`src/rtl/pls_tx_sequencer_if.sv`:
```
// MAC-to-sequencer byte stream.
// Handshake: a byte transfers on a posedge where mac_valid and mac_ready
// are both high. mac_data and mac_last are only meaningful while
// mac_valid is high. mac_ready may be high with no byte offered.
interface pls_tx_sequencer_if;
   logic [7:0] mac_data;
   logic       mac_valid;
   logic       mac_last;
   logic       mac_abort;
   logic       mac_ready;

   modport master (output mac_data, output mac_valid, output mac_last,
                   output mac_abort, input mac_ready);
   modport slave  (input mac_data, input mac_valid, input mac_last,
                   input mac_abort, output mac_ready);
endinterface

```
`src/rtl/pls_tx_sequencer.sv`:
```
// Transmit PLS sequencer: serializes MAC bytes LSB-first onto one-hot
// PLS_DATA.request lines, adds half-duplex carrier extension, signals
// extend-error on abort/underrun and times the inter-frame gap.
// Every output is a flop loaded from the decoded next state, so the
// request lines are glitch-free and exactly one of them is high.
module pls_tx_sequencer #(
   parameter int SLOT_BITS = 4096,
   parameter int IPG_BITS  = 96,
   parameter int CNT_W     = 13
) (
   input  logic                     clk,
   input  logic                     rst_n,
   pls_tx_sequencer_if.slave        mac,
   input  logic                     half_duplex,
   output logic                     pls_data_request_complete,
   output logic                     pls_data_request_extend,
   output logic                     pls_data_request_extenderror,
   output logic                     pls_data_request_zero,
   output logic                     pls_data_request_one,
   output logic                     busy,
   output logic [2:0]               dbg_state
);

   typedef enum logic [2:0] {
      S_IDLE   = 3'd0,
      S_DATA   = 3'd1,
      S_EXTEND = 3'd2,
      S_ERROR  = 3'd3,
      S_IPG    = 3'd4
   } state_t;

   localparam logic [CNT_W-1:0] SLOT_C   = CNT_W'(SLOT_BITS);
   localparam logic [CNT_W-1:0] IPG_LAST = CNT_W'(IPG_BITS - 1);
   localparam logic [CNT_W-1:0] ERR_LAST = CNT_W'(7);
   localparam logic [CNT_W-1:0] ONE_C    = CNT_W'(1);

   state_t             state, nxt_state;
   logic [7:0]         sh, nxt_sh;
   logic [2:0]         bit_idx, nxt_idx;
   logic               last_q, nxt_last;
   logic               hd_q, nxt_hd;
   logic [CNT_W-1:0]   bit_cnt, nxt_bit_cnt;
   logic [CNT_W-1:0]   cyc_cnt, nxt_cyc_cnt;
   logic               accept;
   logic               nxt_ready, nxt_complete, nxt_extend, nxt_error;
   logic               nxt_zero, nxt_one, nxt_busy;

   assign accept    = mac.mac_valid & mac.mac_ready;
   assign dbg_state = state;

   // State, datapath and registered outputs.
   always_ff @(posedge clk or negedge rst_n) begin
      if (!rst_n) begin
         state                        <= S_IDLE;
         sh                           <= '0;
         bit_idx                      <= '0;
         last_q                       <= 1'b0;
         hd_q                         <= 1'b0;
         bit_cnt                      <= '0;
         cyc_cnt                      <= '0;
         mac.mac_ready                <= 1'b1;
         pls_data_request_complete    <= 1'b1;
         pls_data_request_extend      <= 1'b0;
         pls_data_request_extenderror <= 1'b0;
         pls_data_request_zero        <= 1'b0;
         pls_data_request_one         <= 1'b0;
         busy                         <= 1'b0;
      end else begin
         state                        <= nxt_state;
         sh                           <= nxt_sh;
         bit_idx                      <= nxt_idx;
         last_q                       <= nxt_last;
         hd_q                         <= nxt_hd;
         bit_cnt                      <= nxt_bit_cnt;
         cyc_cnt                      <= nxt_cyc_cnt;
         mac.mac_ready                <= nxt_ready;
         pls_data_request_complete    <= nxt_complete;
         pls_data_request_extend      <= nxt_extend;
         pls_data_request_extenderror <= nxt_error;
         pls_data_request_zero        <= nxt_zero;
         pls_data_request_one         <= nxt_one;
         busy                         <= nxt_busy;
      end
   end

   // Next-state, datapath update and decode of next-cycle outputs.
   always_comb begin
      nxt_state   = state;
      nxt_sh      = sh;
      nxt_idx     = bit_idx;
      nxt_last    = last_q;
      nxt_hd      = hd_q;
      nxt_bit_cnt = bit_cnt;
      nxt_cyc_cnt = cyc_cnt;

      case (state)
         S_IDLE: begin
            if (accept) begin
               nxt_sh      = mac.mac_data;
               nxt_last    = mac.mac_last;
               nxt_hd      = half_duplex;
               nxt_idx     = '0;
               nxt_bit_cnt = '0;
               nxt_state   = S_DATA;
            end
         end
         S_DATA: begin
            if (bit_cnt != SLOT_C) nxt_bit_cnt = bit_cnt + ONE_C;
            // Abort wins over both a new byte and an underrun.
            if (mac.mac_abort) begin
               nxt_state   = S_ERROR;
               nxt_cyc_cnt = '0;
            end else if (bit_idx == 3'd7) begin
               if (!last_q) begin
                  if (accept) begin
                     nxt_sh   = mac.mac_data;
                     nxt_last = mac.mac_last;
                     nxt_idx  = '0;
                  end else begin
                     nxt_state   = S_ERROR;
                     nxt_cyc_cnt = '0;
                  end
               end else if (hd_q && ((bit_cnt + ONE_C) < SLOT_C)) begin
                  nxt_state = S_EXTEND;
               end else begin
                  nxt_state   = S_IPG;
                  nxt_cyc_cnt = '0;
               end
            end else begin
               nxt_idx = bit_idx + 3'd1;
            end
         end
         S_EXTEND: begin
            nxt_bit_cnt = bit_cnt + ONE_C;
            if ((bit_cnt + ONE_C) >= SLOT_C) begin
               nxt_state   = S_IPG;
               nxt_cyc_cnt = '0;
            end
         end
         S_ERROR: begin
            if (cyc_cnt == ERR_LAST) begin
               nxt_state   = S_IPG;
               nxt_cyc_cnt = '0;
            end else begin
               nxt_cyc_cnt = cyc_cnt + ONE_C;
            end
         end
         S_IPG: begin
            if (cyc_cnt == IPG_LAST) nxt_state = S_IDLE;
            else                     nxt_cyc_cnt = cyc_cnt + ONE_C;
         end
         default: nxt_state = S_IDLE;
      endcase

      nxt_complete = (nxt_state == S_IDLE) || (nxt_state == S_IPG);
      nxt_extend   = (nxt_state == S_EXTEND);
      nxt_error    = (nxt_state == S_ERROR);
      nxt_one      = (nxt_state == S_DATA) &&  nxt_sh[nxt_idx];
      nxt_zero     = (nxt_state == S_DATA) && !nxt_sh[nxt_idx];
      nxt_ready    = (nxt_state == S_IDLE) ||
                     ((nxt_state == S_DATA) && (nxt_idx == 3'd7) && !nxt_last);
      nxt_busy     = (nxt_state != S_IDLE);
   end

endmodule

```
`src/flat_wrapper.sv`:
```
// flat-port wrapper written by rule: the top's interface ports become plain ports
module pls_tx_sequencer_flat 
#(
   parameter int SLOT_BITS = 4096,
   parameter int IPG_BITS  = 96,
   parameter int CNT_W     = 13
)
  (clk, rst_n, half_duplex, pls_data_request_complete, pls_data_request_extend, pls_data_request_extenderror, pls_data_request_zero, pls_data_request_one, busy, dbg_state, mac_mac_data, mac_mac_valid, mac_mac_last, mac_mac_abort, mac_mac_ready);
  pls_tx_sequencer_if mac_i ();
  input  logic clk;
  input  logic rst_n;
  input  logic half_duplex;
  output logic pls_data_request_complete;
  output logic pls_data_request_extend;
  output logic pls_data_request_extenderror;
  output logic pls_data_request_zero;
  output logic pls_data_request_one;
  output logic busy;
  output logic [2:0] dbg_state;
  input wire logic [$bits(mac_i.mac_data)-1:0] mac_mac_data;
  input wire logic [$bits(mac_i.mac_valid)-1:0] mac_mac_valid;
  input wire logic [$bits(mac_i.mac_last)-1:0] mac_mac_last;
  input wire logic [$bits(mac_i.mac_abort)-1:0] mac_mac_abort;
  output wire logic [$bits(mac_i.mac_ready)-1:0] mac_mac_ready;
  assign mac_i.mac_data = mac_mac_data;
  assign mac_i.mac_valid = mac_mac_valid;
  assign mac_i.mac_last = mac_mac_last;
  assign mac_i.mac_abort = mac_mac_abort;
  assign mac_mac_ready = mac_i.mac_ready;
  pls_tx_sequencer #(.SLOT_BITS(SLOT_BITS), .IPG_BITS(IPG_BITS), .CNT_W(CNT_W)) u_core (.clk(clk), .rst_n(rst_n), .mac(mac_i), .half_duplex(half_duplex), .pls_data_request_complete(pls_data_request_complete), .pls_data_request_extend(pls_data_request_extend), .pls_data_request_extenderror(pls_data_request_extenderror), .pls_data_request_zero(pls_data_request_zero), .pls_data_request_one(pls_data_request_one), .busy(busy), .dbg_state(dbg_state));
endmodule
```
`config.mk`:
```
export PLATFORM = sky130hd
export DESIGN_NAME = pls_tx_sequencer_flat
export DESIGN_NICKNAME = d
export VERILOG_FILES = /design/src/rtl/pls_tx_sequencer_if.sv /design/src/rtl/pls_tx_sequencer.sv /design/src/flat_wrapper.sv
export SDC_FILE = /design/constraint.sdc
export NUM_CORES = 1
export LEC_CHECK = 0
export ABC_AREA = 1
export CORE_ASPECT_RATIO = 1.5
export CORE_MARGIN = 2
export CORE_UTILIZATION = 41
export DETAILED_ROUTE_END_ITERATION = 10
export SETUP_SLACK_MARGIN = 0.02
export SLEW_MARGIN = 0
export SYNTH_ARGS = -nofsm -noshare
export SYNTH_HDL_FRONTEND = slang
export SYNTH_SLANG_ARGS = --single-unit
```
`constraint.sdc`:
```
create_clock -name clk -period 2.6 [get_ports clk]
set_clock_uncertainty 0.05 [all_clocks]
set_input_delay 0.52 -clock clk [delete_from_list [all_inputs] [get_ports clk]]
set_output_delay 0.52 -clock clk [all_outputs]
set_load 0.01 [all_outputs]
```
==> impl_metrics.env <==
export IMPL_outcome="finished, final reports clean"
export IMPL_clkPwrFrac=0.160
export IMPL_ys_seq_area_frac=0.404
export IMPL_insertion_delay_ps=300
export IMPL_p_comb_frac=0.477
export IMPL_ioPinCount=24
export IMPL_slew_viol_final=0
export IMPL_min_path_type="in -> async"
export IMPL_start_util=0.420
export IMPL_timing_slew_headroom=0.675
export IMPL_crit_buf_inv=1
export IMPL_fin_setup_tns_ps=0
export IMPL_synth_area_um2=3040
export IMPL_ys_ff_latch=49
export IMPL_final_nets=467
export IMPL_drt_wirelength_per_cell_um=12.9
export IMPL_cap_violations=0
export IMPL_cts_buffers=5
export IMPL_final_fill_count=762
export IMPL_slowest_delay_ps=410
export IMPL_wl_met3_um=144
export IMPL_switching_power_mw=1.39
export IMPL_ctsHoldBuffers=0
export IMPL_cp_cell_sequence="ha_1 > ha_1 > inv_1 > nor2_2 > nand2_1 > nand2_1 > nand3_1 > nand2_1 > nand2_1 > nand2_1 > nand2_1 > nand2_1 > nand2_1 > nand2_1 > nor2_1"
export IMPL_rr_worst_depth=15
export IMPL_finalCoreUtilization=0.482
export IMPL_gp_congestion=0.839
export IMPL_path_depth=15
export IMPL_min_period_ps=2240
export IMPL_syn_nets=440
export IMPL_postCtsSetupBuffers=0
export IMPL_vias=2759
export IMPL_switching_share=0.450
export IMPL_grt_pass1_wl_um=12000
export IMPL_ctsRootBufferMaster="clkbuf_8"
export IMPL_globalRouteOverflowTotal=0
export IMPL_drive_above_1_share=0.0935
export IMPL_path_class="reg -> reg"
export IMPL_tritoncts="done"
export IMPL_ys_warn_count=0
export IMPL_dr_wl_met2_um=3900
export IMPL_powerDensity_nw_per_um2=889
export IMPL_drcViolationCount=0
export IMPL_postRouteAntennaNets=0
export IMPL_cts_sinks=49
export IMPL_max_freq_mhz=447
export IMPL_die_w_um=74.3
export IMPL_worstPathRequired_ps=2750
export IMPL_fin_hold_ws_ps=123
export IMPL_p_int_mw=1.70
export IMPL_worst_pin_slew_ps=483
export IMPL_setup_violations_final=0
export IMPL_arrival_ps=2380
export IMPL_crit_path_start_kind="flop"
export IMPL_synthCells=421
export IMPL_seq_power_share=0.363
export IMPL_critPathCaptureType="flop"
export IMPL_final_cell_mix="nand2_1, dfrtp_1, inv_1"
export IMPL_io_buffers=23
export IMPL_fin_crit_sh=0.860
export IMPL_total_power_mw=3.10
export IMPL_crit_path_frequent_cell="nand2_1"
export IMPL_peakVddDrop_uv=491
export IMPL_dp_hpwl_um=5480
export IMPL_drt_total_wl_um=7100
export IMPL_avgSynthCellArea_um2=7.22
export IMPL_diodes=0
export IMPL_core_area_um2=7230
export IMPL_cts_clk_slew_worst_paths_ps=90
export IMPL_grt_usage=0.192
export IMPL_area_growth_pct=14.7
export IMPL_die_y_um=109
export IMPL_slowest_stage="dfrtp_1"
export IMPL_drt_iter0_drc=111
export IMPL_vias_per_cell=5.03
export IMPL_rsz0062_at_grt="no"
export IMPL_htree_levels=2
export IMPL_clock_path_buffers=2
export IMPL_dieArea_um2=8130
export IMPL_firstDrtPassIters=4
export IMPL_leakage_nw=1.66
export IMPL_grt_antenna_before_repair=0
export IMPL_ys_types=32
export IMPL_crit_family="simple AND/OR/NAND/NOR gates"
export IMPL_cts_resized=0
export IMPL_hold_viol_final=0
export IMPL_final_common_cell="nand2_1"
export IMPL_grt_start_max_net_pins=50
export IMPL_top_layer="met4"
export IMPL_met1_length_um=2910
export IMPL_placementRows=38
export IMPL_grt_pass1_vias=2687
export IMPL_crit_fanout=9
-- metrics by stage --
stage               instance area [um2]  std cells  worst slack (ps)
floorplan                          3040        421               683
global placement                   3380        541               135
detailed placement                 3380        541               116
CTS                                3480        549               319
global route                       3480        549              59.7
finish                             3480        549               364
-- area by class of cell --
| cell class | count | area [um2] | area share |
|---|---|---|---|
| clock buffers | 7 | 96.3 | 0.0277 |
| clock inverters | 1 | 5.00 | 0.00144 |
| inverters | 48 | 180 | 0.0517 |
| multi-input cells | 317 | 1580 | 0.454 |
| flip-flops and latches | 49 | 1230 | 0.353 |
| well taps | 100 | 125 | 0.0359 |
| repair buffers | 27 | 268 | 0.0769 |
-- Yosys cell counts, drive strengths merged --
cell    instances  area, um2
dfstp           2       52.6
nor2           31        144
clkbuf          1       3.75
o22ai           2       12.5
o21bai          3       22.5
buf             6       45.0
a31oi           1       6.26
nor3           14       75.1
nor4            6       37.5
o21ai          25        136
nand2         156        611
a21boi          1       7.51
a21oi           9       52.6
xor2           12        105
o211ai          5       37.5
inv            48        180
dfrtp          47       1180
nand3          40        213
nand4           6       37.5
ha              5       62.6
nand3b          1       20.0
-- logic make-up after synthesis --
family | synth area share
compound gates | 0.0906
xor+xnor | 0.0346
fa+ha+maj | 0.0206
buf+inv | 0.0754
flops | 0.404
simple gates | 0.374
-- state kept, by name (all words and copies together) (netlist names) --
signal / flops
u_core.last_q: 1
u_core.pls_data_request_extenderror: 1
u_core.bit_cnt: 13
u_core.hd_q: 1
u_core.pls_data_request_one: 1
u_core.cyc_cnt: 13
u_core.pls_data_request_zero: 1
u_core.pls_data_request_complete: 1
u_core.mac.mac_ready: 1
u_core.bit_idx: 3
u_core.busy: 1
u_core.sh: 8
u_core.dbg_state: 3
u_core.pls_data_request_extend: 1
-- per-layer routing --
layer  up-vias  track usage
met2        41        0.367
met1      1292        0.209
li1       1414            -
met5         -            0
met3        12       0.0266
met4         0       0.0714
-- final timing paths --
check	start	endpoint	slack, ps
worst max-delay path	u_core.bit_idx[0]	u_core.pls_data_request_zero	360
worst min-delay path	rst_n	u_core.bit_cnt[10]	120
worst max register to register	u_core.bit_idx[0]	u_core.pls_data_request_zero	360
worst min register to register	u_core.cyc_cnt[11]	u_core.cyc_cnt[11]	430
max in group asynchronous	rst_n	u_core.mac.mac_ready	2060
min in group clk	u_core.cyc_cnt[11]	u_core.cyc_cnt[11]	430
-- power by group through the flow --
stage	Combinational, mW	Sequential [mW]	Clock [mW]
global route	1.69	1.15	0.540
detailed placement	1.50	1.14	0
finish	1.48	1.13	0.495
CTS	1.50	1.13	0.516
floorplan	1.06	1.13	0
global placement	1.48	1.14	0
Note: power is estimated with default switching activity, not from simulation.
